[config.mk]
export PLATFORM = sky130hd
export DESIGN_NAME = sevenseg_capture
export DESIGN_NICKNAME = d
export VERILOG_FILES = /design/src/rtl/sevenseg_capture.sv
export SDC_FILE = /design/constraint.sdc
export NUM_CORES = 1
export LEC_CHECK = 0
export ABC_AREA = 1
export CORE_AREA = 2 2 99 101
export CTS_CLUSTER_DIAMETER = 100
export CTS_CLUSTER_SIZE = 16
export DETAILED_ROUTE_END_ITERATION = 12
export DIE_AREA = 0 0 101 103
export GPL_ROUTABILITY_DRIVEN = 0
export GPL_TIMING_DRIVEN = 1
export PLACE_DENSITY = 0.45
export SLEW_MARGIN = 20
export SYNTH_ARGS = -nofsm -noshare
export SYNTH_HDL_FRONTEND = slang
export SYNTH_SLANG_ARGS = --single-unit
[constraint.sdc]
create_clock -name clk -period 5.1 [get_ports clk]
set_clock_uncertainty 0.15 [all_clocks]
set_input_delay 1.02 -clock clk [delete_from_list [all_inputs] [get_ports clk]]
set_output_delay 1.02 -clock clk [all_outputs]
set_load 0.03 [all_outputs]
[src/rtl/sevenseg_capture.sv]
// sevenseg_capture: samples a multiplexed seven-segment bus, qualifies each
// {an, seg} pattern for stability and rebuilds the displayed digits as BCD.
//
// state | meaning
// IDLE  | registered digit select is zero (inter-digit blanking), nothing to qualify
// TRACK | non-blank select registered, counting stable cycles toward a commit
// HELD  | current pattern already committed, waiting for it to change
module sevenseg_capture #(
   parameter int NUM_DIGITS    = 4,
   parameter int STABLE_CYCLES = 4
) (
   input  logic                    clk,
   input  logic                    reset,
   input  logic [NUM_DIGITS-1:0]   an_in,
   input  logic [6:0]              seg_in,
   output logic [4*NUM_DIGITS-1:0] digits,
   output logic [NUM_DIGITS-1:0]   digit_valid,
   output logic                    update,
   output logic                    err,
   output logic                    frame_done
);

   localparam int CW = $clog2(STABLE_CYCLES) + 1;
   localparam int RW = NUM_DIGITS + 7;
   localparam logic [CW-1:0] CNT_MAX = CW'(STABLE_CYCLES - 1);

   typedef enum logic [1:0] {IDLE, TRACK, HELD} state_t;

   state_t                  state_q, state_d;
   logic [RW-1:0]           r_q, r_d;
   logic [CW-1:0]           cnt_q, cnt_d;
   logic [4*NUM_DIGITS-1:0] digits_q, digits_d;
   logic [NUM_DIGITS-1:0]   valid_q, valid_d;
   logic [NUM_DIGITS-1:0]   seen_q, seen_d;
   logic                    update_q, update_d;
   logic                    err_q, err_d;
   logic                    frame_q, frame_d;

   logic                    r_chg;
   logic                    commit;
   logic                    one_hot;
   logic [NUM_DIGITS-1:0]   an_r;
   logic [NUM_DIGITS-1:0]   an_next;
   logic [6:0]              seg_r;
   logic [4:0]              dec;
   logic [NUM_DIGITS-1:0]   seen_next;

   // Inverse of the decoder table; returns {legal, value}.
   function automatic logic [4:0] seg_decode(input logic [6:0] s);
      case (s)
         7'b1111110: seg_decode = {1'b1, 4'd0};
         7'b0110000: seg_decode = {1'b1, 4'd1};
         7'b1101101: seg_decode = {1'b1, 4'd2};
         7'b1111001: seg_decode = {1'b1, 4'd3};
         7'b0110011: seg_decode = {1'b1, 4'd4};
         7'b1011011: seg_decode = {1'b1, 4'd5};
         7'b1011111: seg_decode = {1'b1, 4'd6};
         7'b1110000: seg_decode = {1'b1, 4'd7};
         7'b1111111: seg_decode = {1'b1, 4'd8};
         7'b1111011: seg_decode = {1'b1, 4'd9};
         default:    seg_decode = 5'b0;
      endcase
   endfunction

   // Input capture, stability counting and FSM next-state selection.
   // Change detection compares the incoming sample against r so the counter
   // restarts on the same edge that registers a new pattern.
   always_comb begin
      r_d     = {an_in, seg_in};
      r_chg   = (r_d != r_q);
      an_next = r_d[RW-1:7];
      an_r    = r_q[RW-1:7];
      seg_r   = r_q[6:0];
      one_hot = (an_r != '0) && ((an_r & (an_r - NUM_DIGITS'(1))) == '0);
      dec     = seg_decode(seg_r);
      commit  = (state_q == TRACK) && (cnt_q == CNT_MAX);

      if (r_chg)
         cnt_d = '0;
      else if (cnt_q == CNT_MAX)
         cnt_d = cnt_q;
      else
         cnt_d = cnt_q + CW'(1);

      state_d = state_q;
      case (state_q)
         IDLE:    if (an_next != '0) state_d = TRACK;
         TRACK:   if (r_chg) state_d = (an_next == '0) ? IDLE : TRACK;
                  else if (cnt_q == CNT_MAX) state_d = HELD;
         HELD:    if (r_chg) state_d = (an_next == '0) ? IDLE : TRACK;
         default: state_d = IDLE;
      endcase
   end

   // Commit action: decode into the selected digit and form the event pulses.
   always_comb begin
      digits_d  = digits_q;
      valid_d   = valid_q;
      seen_d    = seen_q;
      seen_next = seen_q;
      update_d  = 1'b0;
      err_d     = 1'b0;
      frame_d   = 1'b0;
      if (commit) begin
         if (!one_hot) begin
            err_d = 1'b1;
         end else begin
            for (int i = 0; i < NUM_DIGITS; i++) begin
               if (an_r[i]) begin
                  if (dec[4]) begin
                     digits_d[4*i +: 4] = dec[3:0];
                     valid_d[i]         = 1'b1;
                  end else if (seg_r == 7'b0) begin
                     digits_d[4*i +: 4] = 4'hF;
                     valid_d[i]         = 1'b0;
                  end else begin
                     valid_d[i] = 1'b0;
                     err_d      = 1'b1;
                  end
               end
            end
            update_d  = (digits_d != digits_q) || (valid_d != valid_q);
            seen_next = seen_q | an_r;
            if (&seen_next) begin
               frame_d = 1'b1;
               seen_d  = '0;
            end else begin
               seen_d = seen_next;
            end
         end
      end
   end

   // All state and registered outputs; reset discards any partial qualification.
   always_ff @(posedge clk or posedge reset) begin
      if (reset) begin
         state_q  <= IDLE;
         r_q      <= '0;
         cnt_q    <= '0;
         digits_q <= '1;
         valid_q  <= '0;
         seen_q   <= '0;
         update_q <= 1'b0;
         err_q    <= 1'b0;
         frame_q  <= 1'b0;
      end else begin
         state_q  <= state_d;
         r_q      <= r_d;
         cnt_q    <= cnt_d;
         digits_q <= digits_d;
         valid_q  <= valid_d;
         seen_q   <= seen_d;
         update_q <= update_d;
         err_q    <= err_d;
         frame_q  <= frame_d;
      end
   end

   assign digits      = digits_q;
   assign digit_valid = valid_q;
   assign update      = update_q;
   assign err         = err_q;
   assign frame_done  = frame_q;

endmodule

==> flow_metrics.env <==
export IMPL_antenna_found_initial=0
export IMPL_p_sw_frac=0.2569
export IMPL_crit_type="flip-flop to output port"
export IMPL_min_path_type="flip-flop to flip-flop"
export IMPL_cts_resized=0
export IMPL_crit_chain="clkdlybuf4s50_1"
export IMPL_drt_wl_total_microns=7002
export IMPL_slowest_stage="clkdlybuf4s50_1"
export IMPL_yosys_area_top_type="dfrtp_1"
export IMPL_ys_ff_latch=43
export IMPL_drtAntennaViolNets=0
export IMPL_drtPass1Iterations=5
export IMPL_cp_end_kind="output port"
export IMPL_first_global_vias=2381
export IMPL_fmax_ghz=0.3631
export IMPL_min_path_cells=1
export IMPL_startpoint_type="flip-flop"
export IMPL_irDropWorstVdd_uv=97.72
export IMPL_cts_tree="done"
export IMPL_postSynthCellCount=370
export IMPL_synth_top_area_share=0.2490
export IMPL_wl_met3_microns=275
export IMPL_grt_pass1_wl_microns=11950
export IMPL_worst_ep_required_time_ns=3.93
export IMPL_htree_levels=2
export IMPL_viasPerCell=4.769
export IMPL_cp_top_family="buffers and inverters"
export IMPL_initial_core_util=0.2869
export IMPL_clkPwrFrac=0.398
export IMPL_drc=0
export IMPL_drv_cap=0
export IMPL_slew_headroom=0.5592
export IMPL_fin_crit_sh=0.5399
export IMPL_crit_reg2reg_capture="seen_q[2]$_DFFE_PP0P_"
export IMPL_grt_max_degree=44
export IMPL_worstReg2RegStart="cnt_q[0]$_DFFE_PP0P_"
export IMPL_core_area_sq_um=9459
export IMPL_hold_end="digits[14]$_DFFE_PP1P_"
export IMPL_cts_setup_buffers=0
export IMPL_nets=415
export IMPL_rsz0062_at_grt="false"
export IMPL_final_min_clock_period_ns=2.754
export IMPL_leakagePower_nw=1.455
export IMPL_final_cell_mix="nand2_1, inv_1, nor2_1, nand3_1, clkdlybuf4s50_1"
export IMPL_cts_hold_buffers=0
export IMPL_cts_buffer_depth=2
export IMPL_wire_per_inst_microns=13.60
export IMPL_path_depth=1
export IMPL_holdWs_ns=0.3597
export IMPL_vias=2456
export IMPL_cp_arrival_ns=1.58
export IMPL_drv_slew=0
export IMPL_clk_pin_slew_worst_paths_ns=0.09
export IMPL_n_antenna_cell=0
export IMPL_overflow=0
export IMPL_syn_cell_area_sq_um=2714
export IMPL_rows=36
export IMPL_crit_fanout=5
export IMPL_clk_latency_ns=0.30
export IMPL_drive_gt1_frac=0.1147
export IMPL_synth_area_top_cells="dfrtp_1, dfstp_2, nand2_1"
export IMPL_fin_setup_tns_ns=0
export IMPL_numPortBuffers=35
export IMPL_synth_distinct_cells=36
export IMPL_synth_warnings=0
export IMPL_met1_length_microns=3456
export IMPL_numCtsBuffers=5
export IMPL_ioPinCount=36
export IMPL_area_delta_synth_final_pct=20.42
export IMPL_critPathBufInv=1
export IMPL_p_sw_mw=0.1835
export IMPL_drtIter0Drc=87
export IMPL_min_from="digits[14]$_DFFE_PP1P_"
export IMPL_postSynthAreaPerCell_sq_um=7.335
export IMPL_status="finished clean"
export IMPL_die_area_sq_um=10400
export IMPL_ys_seq_area_frac=0.4039
export IMPL_die_x_microns=101
export IMPL_reg2reg_setup_slack_ns=2.46
export IMPL_fillers=1029
export IMPL_combPwrFrac=0.098
export IMPL_fp_dieH_microns=103
export IMPL_power_density_nw_per_um2=218.5
export IMPL_cts_num_sinks=43
export IMPL_setup_viol=0
export IMPL_globalRouteTotalUtil=0.1476
export IMPL_reg2reg_depth=10
export IMPL_internal_power_mw=0.5307
export IMPL_wl_met2_microns=3200
export IMPL_pwr_share_seq=0.503
export IMPL_dp_hpwl_microns=4956
export IMPL_synth_fp_nets=385
export IMPL_layout_commonest_cell="nand2_1"
export IMPL_top_layer_used="met4"
export IMPL_tightest_slew_ns=0.6612
export IMPL_cts_root_buf="clkbuf_8"
export IMPL_hold_viol_final=0
export IMPL_critPathMaxStageDelay_ns=0.71
==> cell families after synthesis <==
family                   count (synthesis)  synth area share
AO/OA/AOI/OAI                           48            0.1083
XOR/XNOR                                10           0.03228
adder cells (fa/ha/maj)                  2          0.009219
buffers and inverters                   70            0.1037
flip-flops                              43            0.4039
AND/OR/NAND/NOR                        197            0.3426
==> sequential cells by signal, indices dropped and copies added, names as in the netlist <==
register,cells
state_q,2
r_q,11
frame_done,1
err,1
digit_valid,4
seen_q,4
digits,16
cnt_q,3
update,1
==> metal layers <==
layer,vias to the layer above,track usage
met2,46,0.2323
met3,5,0.02915
met5,-,0
li1,1259,-
met4,0,0.03119
met1,1146,0.2113
==> Yosys cell counts <==
cell       instances
ha_1               2
o22ai_1            7
nand2_1           86
buf_6              2
nor2_8             1
nor2_4             2
inv_2              4
nand3_2            3
nor2_2             2
o21ai_0           26
o31ai_1            2
nand4_1           15
nor4_1             3
nor3_1             4
nand3_4            1
buf_1              2
o21a_1             1
nand3_1           36
a2111oi_4          1
dfrtp_1           27
o2111ai_1          1
o2bb2ai_1          1
dfstp_2           16
clkbuf_1           7
buf_2              3
nand3b_1           1
o21bai_1           1
xor2_1             8
xnor2_1            2
nand2_4            1
a41o_1             1
and3_1             1
nor2_1            36
a21oi_1            7
nand2_2            5
inv_1             52
==> power by group through the flow <==
stage	clock [mW]	sequential, mW	combinational [mW]
after floorplan	0	0.356	0.0549
after global placement	0	0.365	0.0712
after detailed placement	0	0.365	0.0716
after CTS	0.295	0.359	0.0719
after global routing	0.314	0.361	0.0809
final	0.285	0.359	0.0703
==> cell type report <==
class / count / area [sq um] / share of cell area
Tap cell: 114 / 142.6 / 0.04364
Sequential cell: 43 / 1096 / 0.3354
Inverter: 56 / 210.2 / 0.06432
Clock inverter: 2 / 35.03 / 0.01072
Timing Repair Buffer: 37 / 365.4 / 0.1118
Clock buffer: 6 / 82.58 / 0.02527
Multi-Input combinational cell: 257 / 1336 / 0.4089
==> stage by stage <==
| step | power [mW] | cells | utilization | setup slack, ns | cell area [sq um] |
|---|---|---|---|---|---|
| 2_1_floorplan | 0.4109 | 370 | - | 2.954 | 2714 |
| 3_3_place_gp | 0.4366 | 507 | 0.3331 | 2.393 | 3151 |
| 3_5_place_dp | 0.4371 | 507 | 0.3331 | 2.360 | 3151 |
| 4_1_cts | 0.7261 | 515 | 0.3455 | 2.329 | 3268 |
| 5_1_grt | 0.7560 | 515 | 0.3455 | 2.125 | 3268 |
| 6_report | 0.7142 | 515 | 0.3455 | 2.346 | 3268 |
==> worst max path at each step <==
stage                                     start                endpoint  slack (ns)
after floorplan                           reset    cnt_q[0]$_DFFE_PP0P_        2.95
after global placement                seg_in[1]  state_q[0]$_DFFE_PP0P_        2.39
after detailed placement              seg_in[0]  state_q[0]$_DFFE_PP0P_        2.36
after CTS                 digits[5]$_DFFE_PP1P_               digits[5]        2.33
after global routing       cnt_q[0]$_DFFE_PP0P_   seen_q[0]$_DFFE_PP0P_        2.12
final                     digits[5]$_DFFE_PP1P_               digits[5]        2.35
(Power assumes the default switching activity.)
